==> src/rtl/axi_lite_pkg.sv <==
// ---------------------------------------------------------------------------
// axi_lite_pkg
// Shared types for the AXI4-Lite peripheral blocks.
//   resp_t          : AXI response codes used on bresp/rresp
//   regbank_state_t : transaction state of the register-bank slave
//   prio_t          : which side wins the next read/write contention
//   BYTE_W          : width of one byte lane selected by a strobe bit
// No ports (package only).
// ---------------------------------------------------------------------------
package axi_lite_pkg;

  localparam int BYTE_W = 8;

  typedef enum logic [1:0] {
    RESP_OKAY   = 2'b00,
    RESP_SLVERR = 2'b10
  } resp_t;

  typedef enum logic [1:0] {
    IDLE,
    RD_RESP,
    WR_RESP
  } regbank_state_t;

  typedef enum logic {
    PRIO_READ,
    PRIO_WRITE
  } prio_t;

endpackage

==> src/rtl/axi_lite_regbank_mem.sv <==
// ---------------------------------------------------------------------------
// axi_lite_regbank_mem
// DEPTH x DATA_W register storage with a byte-enable write port and a
// combinational read port. A synchronous reset loads every word with
// RESET_VAL.
// Ports:
//   aclk     in   clock
//   areset   in   synchronous active-high reset
//   wr_en    in   commit wr_data into word wr_idx this edge
//   wr_idx   in   word index of the write
//   wr_data  in   write data
//   wr_strb  in   one bit per byte lane; only set lanes are written
//   rd_idx   in   word index of the read
//   rd_data  out  contents of word rd_idx (combinational)
// ---------------------------------------------------------------------------
module axi_lite_regbank_mem
  import axi_lite_pkg::*;
#(
  parameter int                DATA_W    = 32,
  parameter int                DEPTH     = 32,
  parameter logic [DATA_W-1:0] RESET_VAL = '0
) (
  input  logic                       aclk,
  input  logic                       areset,
  input  logic                       wr_en,
  input  logic [$clog2(DEPTH)-1:0]   wr_idx,
  input  logic [DATA_W-1:0]          wr_data,
  input  logic [DATA_W/8-1:0]        wr_strb,
  input  logic [$clog2(DEPTH)-1:0]   rd_idx,
  output logic [DATA_W-1:0]          rd_data
);

  localparam int STRB_W = DATA_W / 8;

  logic [DATA_W-1:0] mem_q [DEPTH];

  always_ff @(posedge aclk) begin
    if (areset) begin
      for (int i = 0; i < DEPTH; i++) begin
        mem_q[i] <= RESET_VAL;
      end
    end else if (wr_en) begin
      for (int b = 0; b < STRB_W; b++) begin
        if (wr_strb[b]) begin
          mem_q[wr_idx][b*BYTE_W +: BYTE_W] <= wr_data[b*BYTE_W +: BYTE_W];
        end
      end
    end
  end

  assign rd_data = mem_q[rd_idx];

endmodule

==> src/rtl/axi_lite_regbank_slave.sv <==
// ---------------------------------------------------------------------------
// axi_lite_regbank_slave
// AXI4-Lite slave backed by a DEPTH x DATA_W register bank. AW and W are
// captured independently (either order), reads and writes share one
// response slot and alternate fairly when both are pending. Addresses
// beyond the bank answer SLVERR (reads return 0, writes are dropped).
// Ports:
//   aclk, areset                       clock, synchronous active-high reset
//   awaddr, awvalid, awready           write address channel
//   wdata, wstrb, wvalid, wready       write data channel
//   bresp, bvalid, bready              write response channel
//   araddr, arvalid, arready           read address channel
//   rdata, rresp, rvalid, rready       read data channel
// ---------------------------------------------------------------------------
module axi_lite_regbank_slave
  import axi_lite_pkg::*;
#(
  parameter int                ADDR_W    = 32,
  parameter int                DATA_W    = 32,
  parameter int                DEPTH     = 32,
  parameter logic [DATA_W-1:0] RESET_VAL = '0
) (
  input  logic                  aclk,
  input  logic                  areset,
  input  logic [ADDR_W-1:0]     awaddr,
  input  logic                  awvalid,
  output logic                  awready,
  input  logic [DATA_W-1:0]     wdata,
  input  logic [DATA_W/8-1:0]   wstrb,
  input  logic                  wvalid,
  output logic                  wready,
  output logic [1:0]            bresp,
  output logic                  bvalid,
  input  logic                  bready,
  input  logic [ADDR_W-1:0]     araddr,
  input  logic                  arvalid,
  output logic                  arready,
  output logic [DATA_W-1:0]     rdata,
  output logic [1:0]            rresp,
  output logic                  rvalid,
  input  logic                  rready
);

  localparam int STRB_W  = DATA_W / 8;
  localparam int IDX_LSB = $clog2(STRB_W);
  localparam int IDX_W   = $clog2(DEPTH);
  localparam logic [ADDR_W-1:0] ADDR_SPAN = ADDR_W'(DEPTH * STRB_W);

  regbank_state_t      state;
  regbank_state_t      state_next;
  prio_t               prio;
  logic                aw_held;
  logic                w_held;
  logic [ADDR_W-1:0]   aw_addr_q;
  logic [DATA_W-1:0]   w_data_q;
  logic [STRB_W-1:0]   w_strb_q;
  logic [DATA_W-1:0]   rdata_q;
  resp_t               rresp_q;
  resp_t               bresp_q;
  logic [DATA_W-1:0]   mem_rd_data;
  logic                aw_hs;
  logic                w_hs;
  logic                ar_hs;
  logic                wr_cand;
  logic                wr_grant;
  logic                ar_in_range;
  logic                aw_in_range;

  assign ar_in_range = (araddr < ADDR_SPAN);
  assign aw_in_range = (aw_addr_q < ADDR_SPAN);
  assign wr_cand     = aw_held && w_held;

  // Every handshake output is forced low during reset so nothing is accepted
  // or presented before the state has actually been cleared.
  assign awready = !areset && !aw_held && (state != WR_RESP);
  assign wready  = !areset && !w_held  && (state != WR_RESP);
  // arready depends only on state/prio/held flags, never on arvalid; a
  // write with priority blocks the read so the write wins the slot.
  assign arready = !areset && (state == IDLE) && !(wr_cand && (prio == PRIO_WRITE));

  assign aw_hs    = awvalid && awready;
  assign w_hs     = wvalid && wready;
  assign ar_hs    = arvalid && arready;
  assign wr_grant = !areset && (state == IDLE) && wr_cand && !ar_hs;

  assign rvalid = !areset && (state == RD_RESP);
  assign bvalid = !areset && (state == WR_RESP);
  assign rdata  = areset ? '0 : rdata_q;
  assign rresp  = areset ? RESP_OKAY : rresp_q;
  assign bresp  = areset ? RESP_OKAY : bresp_q;

  // FSM state register
  always_ff @(posedge aclk) begin
    if (areset) begin
      state <= IDLE;
    end else begin
      state <= state_next;
    end
  end

  // FSM next-state: one outstanding transaction, released by the matching ready
  always_comb begin
    state_next = state;
    case (state)
      IDLE: begin
        if (ar_hs) begin
          state_next = RD_RESP;
        end else if (wr_grant) begin
          state_next = WR_RESP;
        end
      end
      RD_RESP: begin
        if (rready) begin
          state_next = IDLE;
        end
      end
      WR_RESP: begin
        if (bready) begin
          state_next = IDLE;
        end
      end
      default: state_next = IDLE;
    endcase
  end

  // AW/W capture; a granted write empties both holding slots
  always_ff @(posedge aclk) begin
    if (areset) begin
      aw_held   <= 1'b0;
      w_held    <= 1'b0;
      aw_addr_q <= '0;
      w_data_q  <= '0;
      w_strb_q  <= '0;
    end else if (wr_grant) begin
      aw_held <= 1'b0;
      w_held  <= 1'b0;
    end else begin
      if (aw_hs) begin
        aw_held   <= 1'b1;
        aw_addr_q <= awaddr;
      end
      if (w_hs) begin
        w_held   <= 1'b1;
        w_data_q <= wdata;
        w_strb_q <= wstrb;
      end
    end
  end

  // Whichever side wins hands priority to the other side
  always_ff @(posedge aclk) begin
    if (areset) begin
      prio <= PRIO_READ;
    end else if (ar_hs) begin
      prio <= PRIO_WRITE;
    end else if (wr_grant) begin
      prio <= PRIO_READ;
    end
  end

  // Response registers are loaded once at grant and held until the ready
  always_ff @(posedge aclk) begin
    if (areset) begin
      rdata_q <= '0;
      rresp_q <= RESP_OKAY;
      bresp_q <= RESP_OKAY;
    end else begin
      if (ar_hs) begin
        rdata_q <= ar_in_range ? mem_rd_data : '0;
        rresp_q <= ar_in_range ? RESP_OKAY : RESP_SLVERR;
      end
      if (wr_grant) begin
        bresp_q <= aw_in_range ? RESP_OKAY : RESP_SLVERR;
      end
    end
  end

  axi_lite_regbank_mem #(
    .DATA_W    (DATA_W),
    .DEPTH     (DEPTH),
    .RESET_VAL (RESET_VAL)
  ) u_mem (
    .aclk    (aclk),
    .areset  (areset),
    .wr_en   (wr_grant && aw_in_range),
    .wr_idx  (aw_addr_q[IDX_LSB +: IDX_W]),
    .wr_data (w_data_q),
    .wr_strb (w_strb_q),
    .rd_idx  (araddr[IDX_LSB +: IDX_W]),
    .rd_data (mem_rd_data)
  );

endmodule

==> config.mk <==
export PLATFORM = sky130hd
export DESIGN_NAME = axi_lite_regbank_slave
export DESIGN_NICKNAME = d
export VERILOG_FILES = /design/src/rtl/axi_lite_pkg.sv /design/src/rtl/axi_lite_regbank_mem.sv /design/src/rtl/axi_lite_regbank_slave.sv
export SDC_FILE = /design/constraint.sdc
export NUM_CORES = 2
export LEC_CHECK = 0
export ABC_AREA = 1
export CORE_MARGIN = 3
export CORE_UTILIZATION = 40
export DETAILED_ROUTE_END_ITERATION = 12
export PLACE_DENSITY_LB_ADDON = 0.08
export SYNTH_ARGS = -nofsm -noshare
export SYNTH_HDL_FRONTEND = slang
export SYNTH_SLANG_ARGS = --single-unit
==> constraint.sdc <==
create_clock -name aclk -period 4 [get_ports aclk]
set_clock_uncertainty 0.05 [all_clocks]
set_input_delay 1 -clock aclk [delete_from_list [all_inputs] [get_ports aclk]]
set_output_delay 1 -clock aclk [all_outputs]
set_load 0.05 [all_outputs]
# Word level (Yosys, flattened, before mapping)
# Memory sizes are Yosys's and may differ from the RTL's.
# Index checks and enable logic that the tools add are counted.
# op_classes
n_bitwise	1
magnitude_cmp	2
n_reduce_logical	28
n_eq_ne	6
n_mux	34
# op_table
cell	n
two-way mux 32 bit	3
less-than comparator 32 x 8 -> 1 bit (second input constant)	2
OR reduction 32 bit	1
two-way mux 1 bit	20
logical AND 1 bit	16
two-way mux 2 bit	8
!= test 2 bit (second input constant)	3
one-hot mux 2 bit (3 select lines)	1
logical NOT 1 bit	5
two-way mux 5 bit	1
two-way mux 4 bit	1
AND reduction 2 bit	2
!= test 3 bit (second input constant)	1
AND reduction 3 bit	1
equality test 2 x 1 -> 1 bit (second input constant)	1
equality test 2 bit (second input constant)	1
logical NOT 2 bit	1
nonzero test 2 bit	1
OR reduction 2 bit	1
inverter 1 bit	1
# word_totals
mem_count	1
ff_bits	109
in_bits	107
out_inout_bits	41
mem_bits_rw	1024
# mem_list
name	words	width	read_ports	rd_ports_with_merged_regs	wr	line_no	text
u_mem.mem_q	32	32	1	0	32	axi_lite_regbank_mem.sv:35	logic [DATA_W-1:0] mem_q [DEPTH];

# Longest topological paths before layout
# logic_depth
depth_word	13
ltp_mapped	12

# By module
# A second synthesis with hierarchy kept.
# hier_totals
cells_unflattened	5610
area_unflattened_um2	52009.9
# by_module_without_submodules
mod	n_inst	area_each_um2	cells_per_inst
axi_lite_regbank_mem	1	47506.8	4948
axi_lite_regbank_slave	1	4503.1	662

# Worst setup path before layout
# No wires, ideal clock.
# synth_path
kind	input to output
start	in areset
end	out rvalid
arrival_time_ps	2629
required_ps	2950
path_stages	4
n_path_buf	3
setup_slack_ps	321
path_cell_list	buf_6 > clkbuf_1 > clkbuf_1 > nor3_1
# synth_between
elab_chain_len	2
# synth_lines
element	line_no	text
from (decl)	axi_lite_regbank_slave.sv:24	input logic areset,
logical NOT 1 bit	axi_lite_regbank_slave.sv:86	assign rvalid = !areset && (state == RD_RESP);
logical AND 1 bit	axi_lite_regbank_slave.sv:86	
to (decl)	axi_lite_regbank_slave.sv:40	output logic rvalid,
# No other way between the ends.

# Worst setup path in the final report
# layout_path
start	in areset
end	out rdata[30]
# layout_between
elab_chain_len	1
# layout_lines
element	line_no	text
two-way mux 32 bit	axi_lite_regbank_slave.sv:88	assign rdata = areset ? '0 : rdata_q;
to (decl)	axi_lite_regbank_slave.sv:38	output logic [DATA_W-1:0] rdata,
# No other way between the ends.

==> reports/metrics.json <==
{
  "status": "complete, no violations",
  "first_global_vias": 36800,
  "layout.cells.most_common": "nand2_1",
  "route.detailed.vias_per_inst": 5.26,
  "placementRows": 131,
  "cts_resized": 0,
  "critPathBufInv": 2,
  "count_of_nets_left_with_antenna_violations_after_detail_routing": 0,
  "simple_gate_portion_of_the_synthesized_area_pct": 31.5,
  "drc": 0,
  "crit_slowest_cell": "clkdlybuf4s50_1",
  "synth_cell_type_count": 30,
  "nFillCells": 12100,
  "rsz0062_at_grt": "false",
  "cts_hold_repair.buffers": 0,
  "drt_wl_cell_um": 22.3,
  "setup-violations-final": 0,
  "cpLargestDelayFamily": "buffers and inverters",
  "clk_pin_slew_worst_paths_ns": 0.06,
  "via_count": 38300,
  "drt-total-wl_um": 162000,
  "cts_made_buffers": 133,
  "drv_cap": 0,
  "synth-xor-area-share_pct": 0,
  "synth_top_area_cell": "edfxtp_1",
  "fin_tns_setup_ns": 0,
  "fmaxAchievable_mhz": 274,
  "groute.usage.overall_pct": 23.8,
  "syn-mean-instance-area_um2": 9.76,
  "hold_violations": 0,
  "startpoint_type_of_the_worst_setup_path": "input port",
  "drt_iter0_markers": 3514,
  "ratio_of_cells_with_drive_above_1_in_the_final_layout_pct": 11.8,
  "floorplan.die.height_um": 366,
  "worst_path_largest_cell_delay_ns": 0.75,
  "grt_start_max_net_pins": 90,
  "flow.area_growth_from_synthesis_pct": 15.9,
  "io_pins": 148,
  "worstPathArrival_ns": 2.59,
  "critical_path_cell_sequence": "buf_4 > nor2_1 > clkdlybuf4s50_1",
  "buffer_ports.inserted": 141,
  "ys.warnings.count": 0,
  "critical_path.endpoint_type": "output pin",
  "synth_compound_gate_area_share_pct": 1.28,
  "gr-total-overflow": 0,
  "slew_headroom_pct": 16.1,
  "htreeDepth": 4,
  "post_synth_instance_area_mm2": 0.0520,
  "dp_hpwl_um": 104000,
  "cts.root.buffer_cell": "clkbuf_16",
  "crit_path_max_fanout": 50,
  "irDropWorstVdd_uv": 356,
  "synth_seq_area_share_pct": 63.2,
  "number_of_buffers_on_the_longest_clock_path": 3,
  "slew_violations": 0,
  "pwr_density_cell_mw_per_mm2": 459,
  "yosys_register_bits": 1129,
  "tightest_slew_ns": 1.26,
  "finalWorstPathRequiredPeriod_ns": 3.64,
  "drtPass1Iterations": 6,
  "syn-instance-count": 5327,
  "cts_tree": "built",
  "post-route-period-util_pct": 91.1,
  "grt_first_pass_wirelength_um": 240000,
  "number_of_buffers_inserted_to_repair_setup_after_cts": 0,
  "layout.cells.most_common_list": "1,362 x nand2_1, 1,024 x edfxtp_1, 1,008 x nor2_1",
  "fp.dieArea_mm2": 0.134,
  "gpl.final_weighted_congestion": 0.840,
  "timing.hold.worst.class": "register to register",
  "startpoint_to_endpoint_class_of_the_critical_path": "input port to output pin",
  "design_area_mm2": 0.0603,
  "die_w_um": 366,
  "tritoncts_num_sinks": 1129,
  "latest_clock_arrival_within_the_worst_skew_pair_ns": 0.76,
  "leakage_nw": 21.6,
  "synthMuxAreaShare_pct": 0,
  "post-synth-top-area-fraction_pct": 59.2,
  "number_of_antenna_violations_at_the_first_check_in_global_routing": 3,
  "synth_fa_ha_area_share_pct": 0,
  "dpl-instance-area_mm2": 0.0560,
  "synth_top_family_by_area": "simple AND/OR/NAND/NOR gates",
  "cp.required_ns": 2.95,
  "placeableCoreArea_mm2": 0.128,
  "starting_density_of_the_core_pct": 40.5,
  "design.final.nets": 5546,
  "synthTopCellsByArea": "edfxtp_1 59%, nand2_1 9.8%, nand3_1 9.3%, nor2_1 7.4%, dfxtp_1 4.0%"
}
flip-flops by register name, indices dropped and copies added, names as in the netlist:
| register | count |
|---|---|
| bresp_q | 1 |
| w_held | 1 |
| w_data_q | 32 |
| rresp_q | 1 |
| rdata_q | 32 |
| w_strb_q | 4 |
| prio | 1 |
| state | 2 |
| aw_held | 1 |
| u_mem.mem_q | 1024 |
| aw_addr_q | 30 |
stage by stage:
step / hold slack, ns / setup slack (ns) / cells / utilization (%) / total power [mW]
global route: 0.420 / 0.302 / 7268 / 47.0 / 28.6
CTS: 0.406 / 0.367 / 7268 / 47.0 / 27.9
global placement: 0.392 / 0.119 / 7033 / 43.6 / 15.9
finish: 0.404 / 0.357 / 7269 / 47.0 / 27.7
floorplan: 0.379 / 0.321 / 5328 / - / 14.9
detailed placement: 0.397 / 0.116 / 7033 / 43.6 / 15.9
cells by family (layout without fill, tap and decap cells):
| group | count (synthesis) | in the layout |
|---|---|---|
| flip-flops | 1129 | 1129 |
| AND/OR/NAND/NOR | 3574 | 3574 |
| AO/OA/AOI/OAI | 132 | 132 |
| buffers and inverters | 491 | 702 |
| other | 1 | 3 |
metal layers:
| layer | share of wire (%) | global-route usage (%) | vias up |
|---|---|---|---|
| met5 | 0 | 0 | - |
| met4 | 3.0 | 7.66 | 0 |
| li1 | - | - | 18200 |
| met1 | 45 | 33.9 | 18600 |
| met2 | 46 | 37.4 | 1211 |
| met3 | 6.2 | 3.64 | 237 |
path summary, 6_finish.rpt:
| path | slack [ns] | cells past startpoint | to | startpoint |
|---|---|---|---|---|
| setup / recovery | 0.36 | 3 | rdata[30] | areset |
| hold / removal | 0.40 | 2 | aw_addr_q[17]$_SDFFE_PP0P_ | aw_addr_q[17]$_SDFFE_PP0P_ |
| setup reg to reg | 1.11 | 6 | u_mem.mem_q[3][3]$_SDFFCE_PN0P_ | aw_addr_q[5]$_SDFFE_PP0P_ |
| hold reg to reg | 0.40 | 2 | aw_addr_q[17]$_SDFFE_PP0P_ | aw_addr_q[17]$_SDFFE_PP0P_ |
worst reg2reg max path: stages, from the launching register on:
cell,delay [ns]
dfxtp_1,0.36
inv_1,0.18
nand3_1,0.18
nor2_1,0.94
buf_4,0.37
nand3_4,0.16
nand2_1,0.32
area by class of cell:
| type | count | area, µm² | area share [%] |
|---|---|---|---|
| Sequential cell | 1129 | 32900 | 54.5 |
| Inverter | 103 | 412 | 0.683 |
| Clock buffer | 181 | 3800 | 6.30 |
| Timing Repair Buffer | 364 | 3430 | 5.69 |
| Clock inverter | 54 | 504 | 0.837 |
| Antenna cell | 1 | 2.50 | 0.00415 |
| Multi-Input combinational cell | 3708 | 17100 | 28.4 |
| Tap cell | 1729 | 2160 | 3.59 |
where the power goes:
part / total (mW) / switching, mW / internal (mW)
sequential: 13.3 / 0.113 / 13.2
clock: 12.1 / 4.80 / 7.25
combinational: 2.29 / 1.71 / 0.584
synthesized netlist by cell type:
cell      instances
nand2_1        1363
edfxtp_1       1024
nor2_1         1021
nand3_1         968
clkbuf_1        298
dfxtp_1         105
nand3_4         100
inv_1            99
nor2_2           96
a21oi_1          72
o21ai_0          58
buf_2            48
buf_1            26
buf_12           10
nand3_2           9
nand4_1           6
buf_4             4
nor3_1            4
inv_2             3
nand2_2           2
nor3_4            2
a211oi_1          1
a31oi_1           1
buf_6             1
buf_8             1
clkinv_2          1
conb_1            1
nor2_4            1
or2_2             1
or3_1             1
No activity file was read; power rests on OpenSTA's default activity.
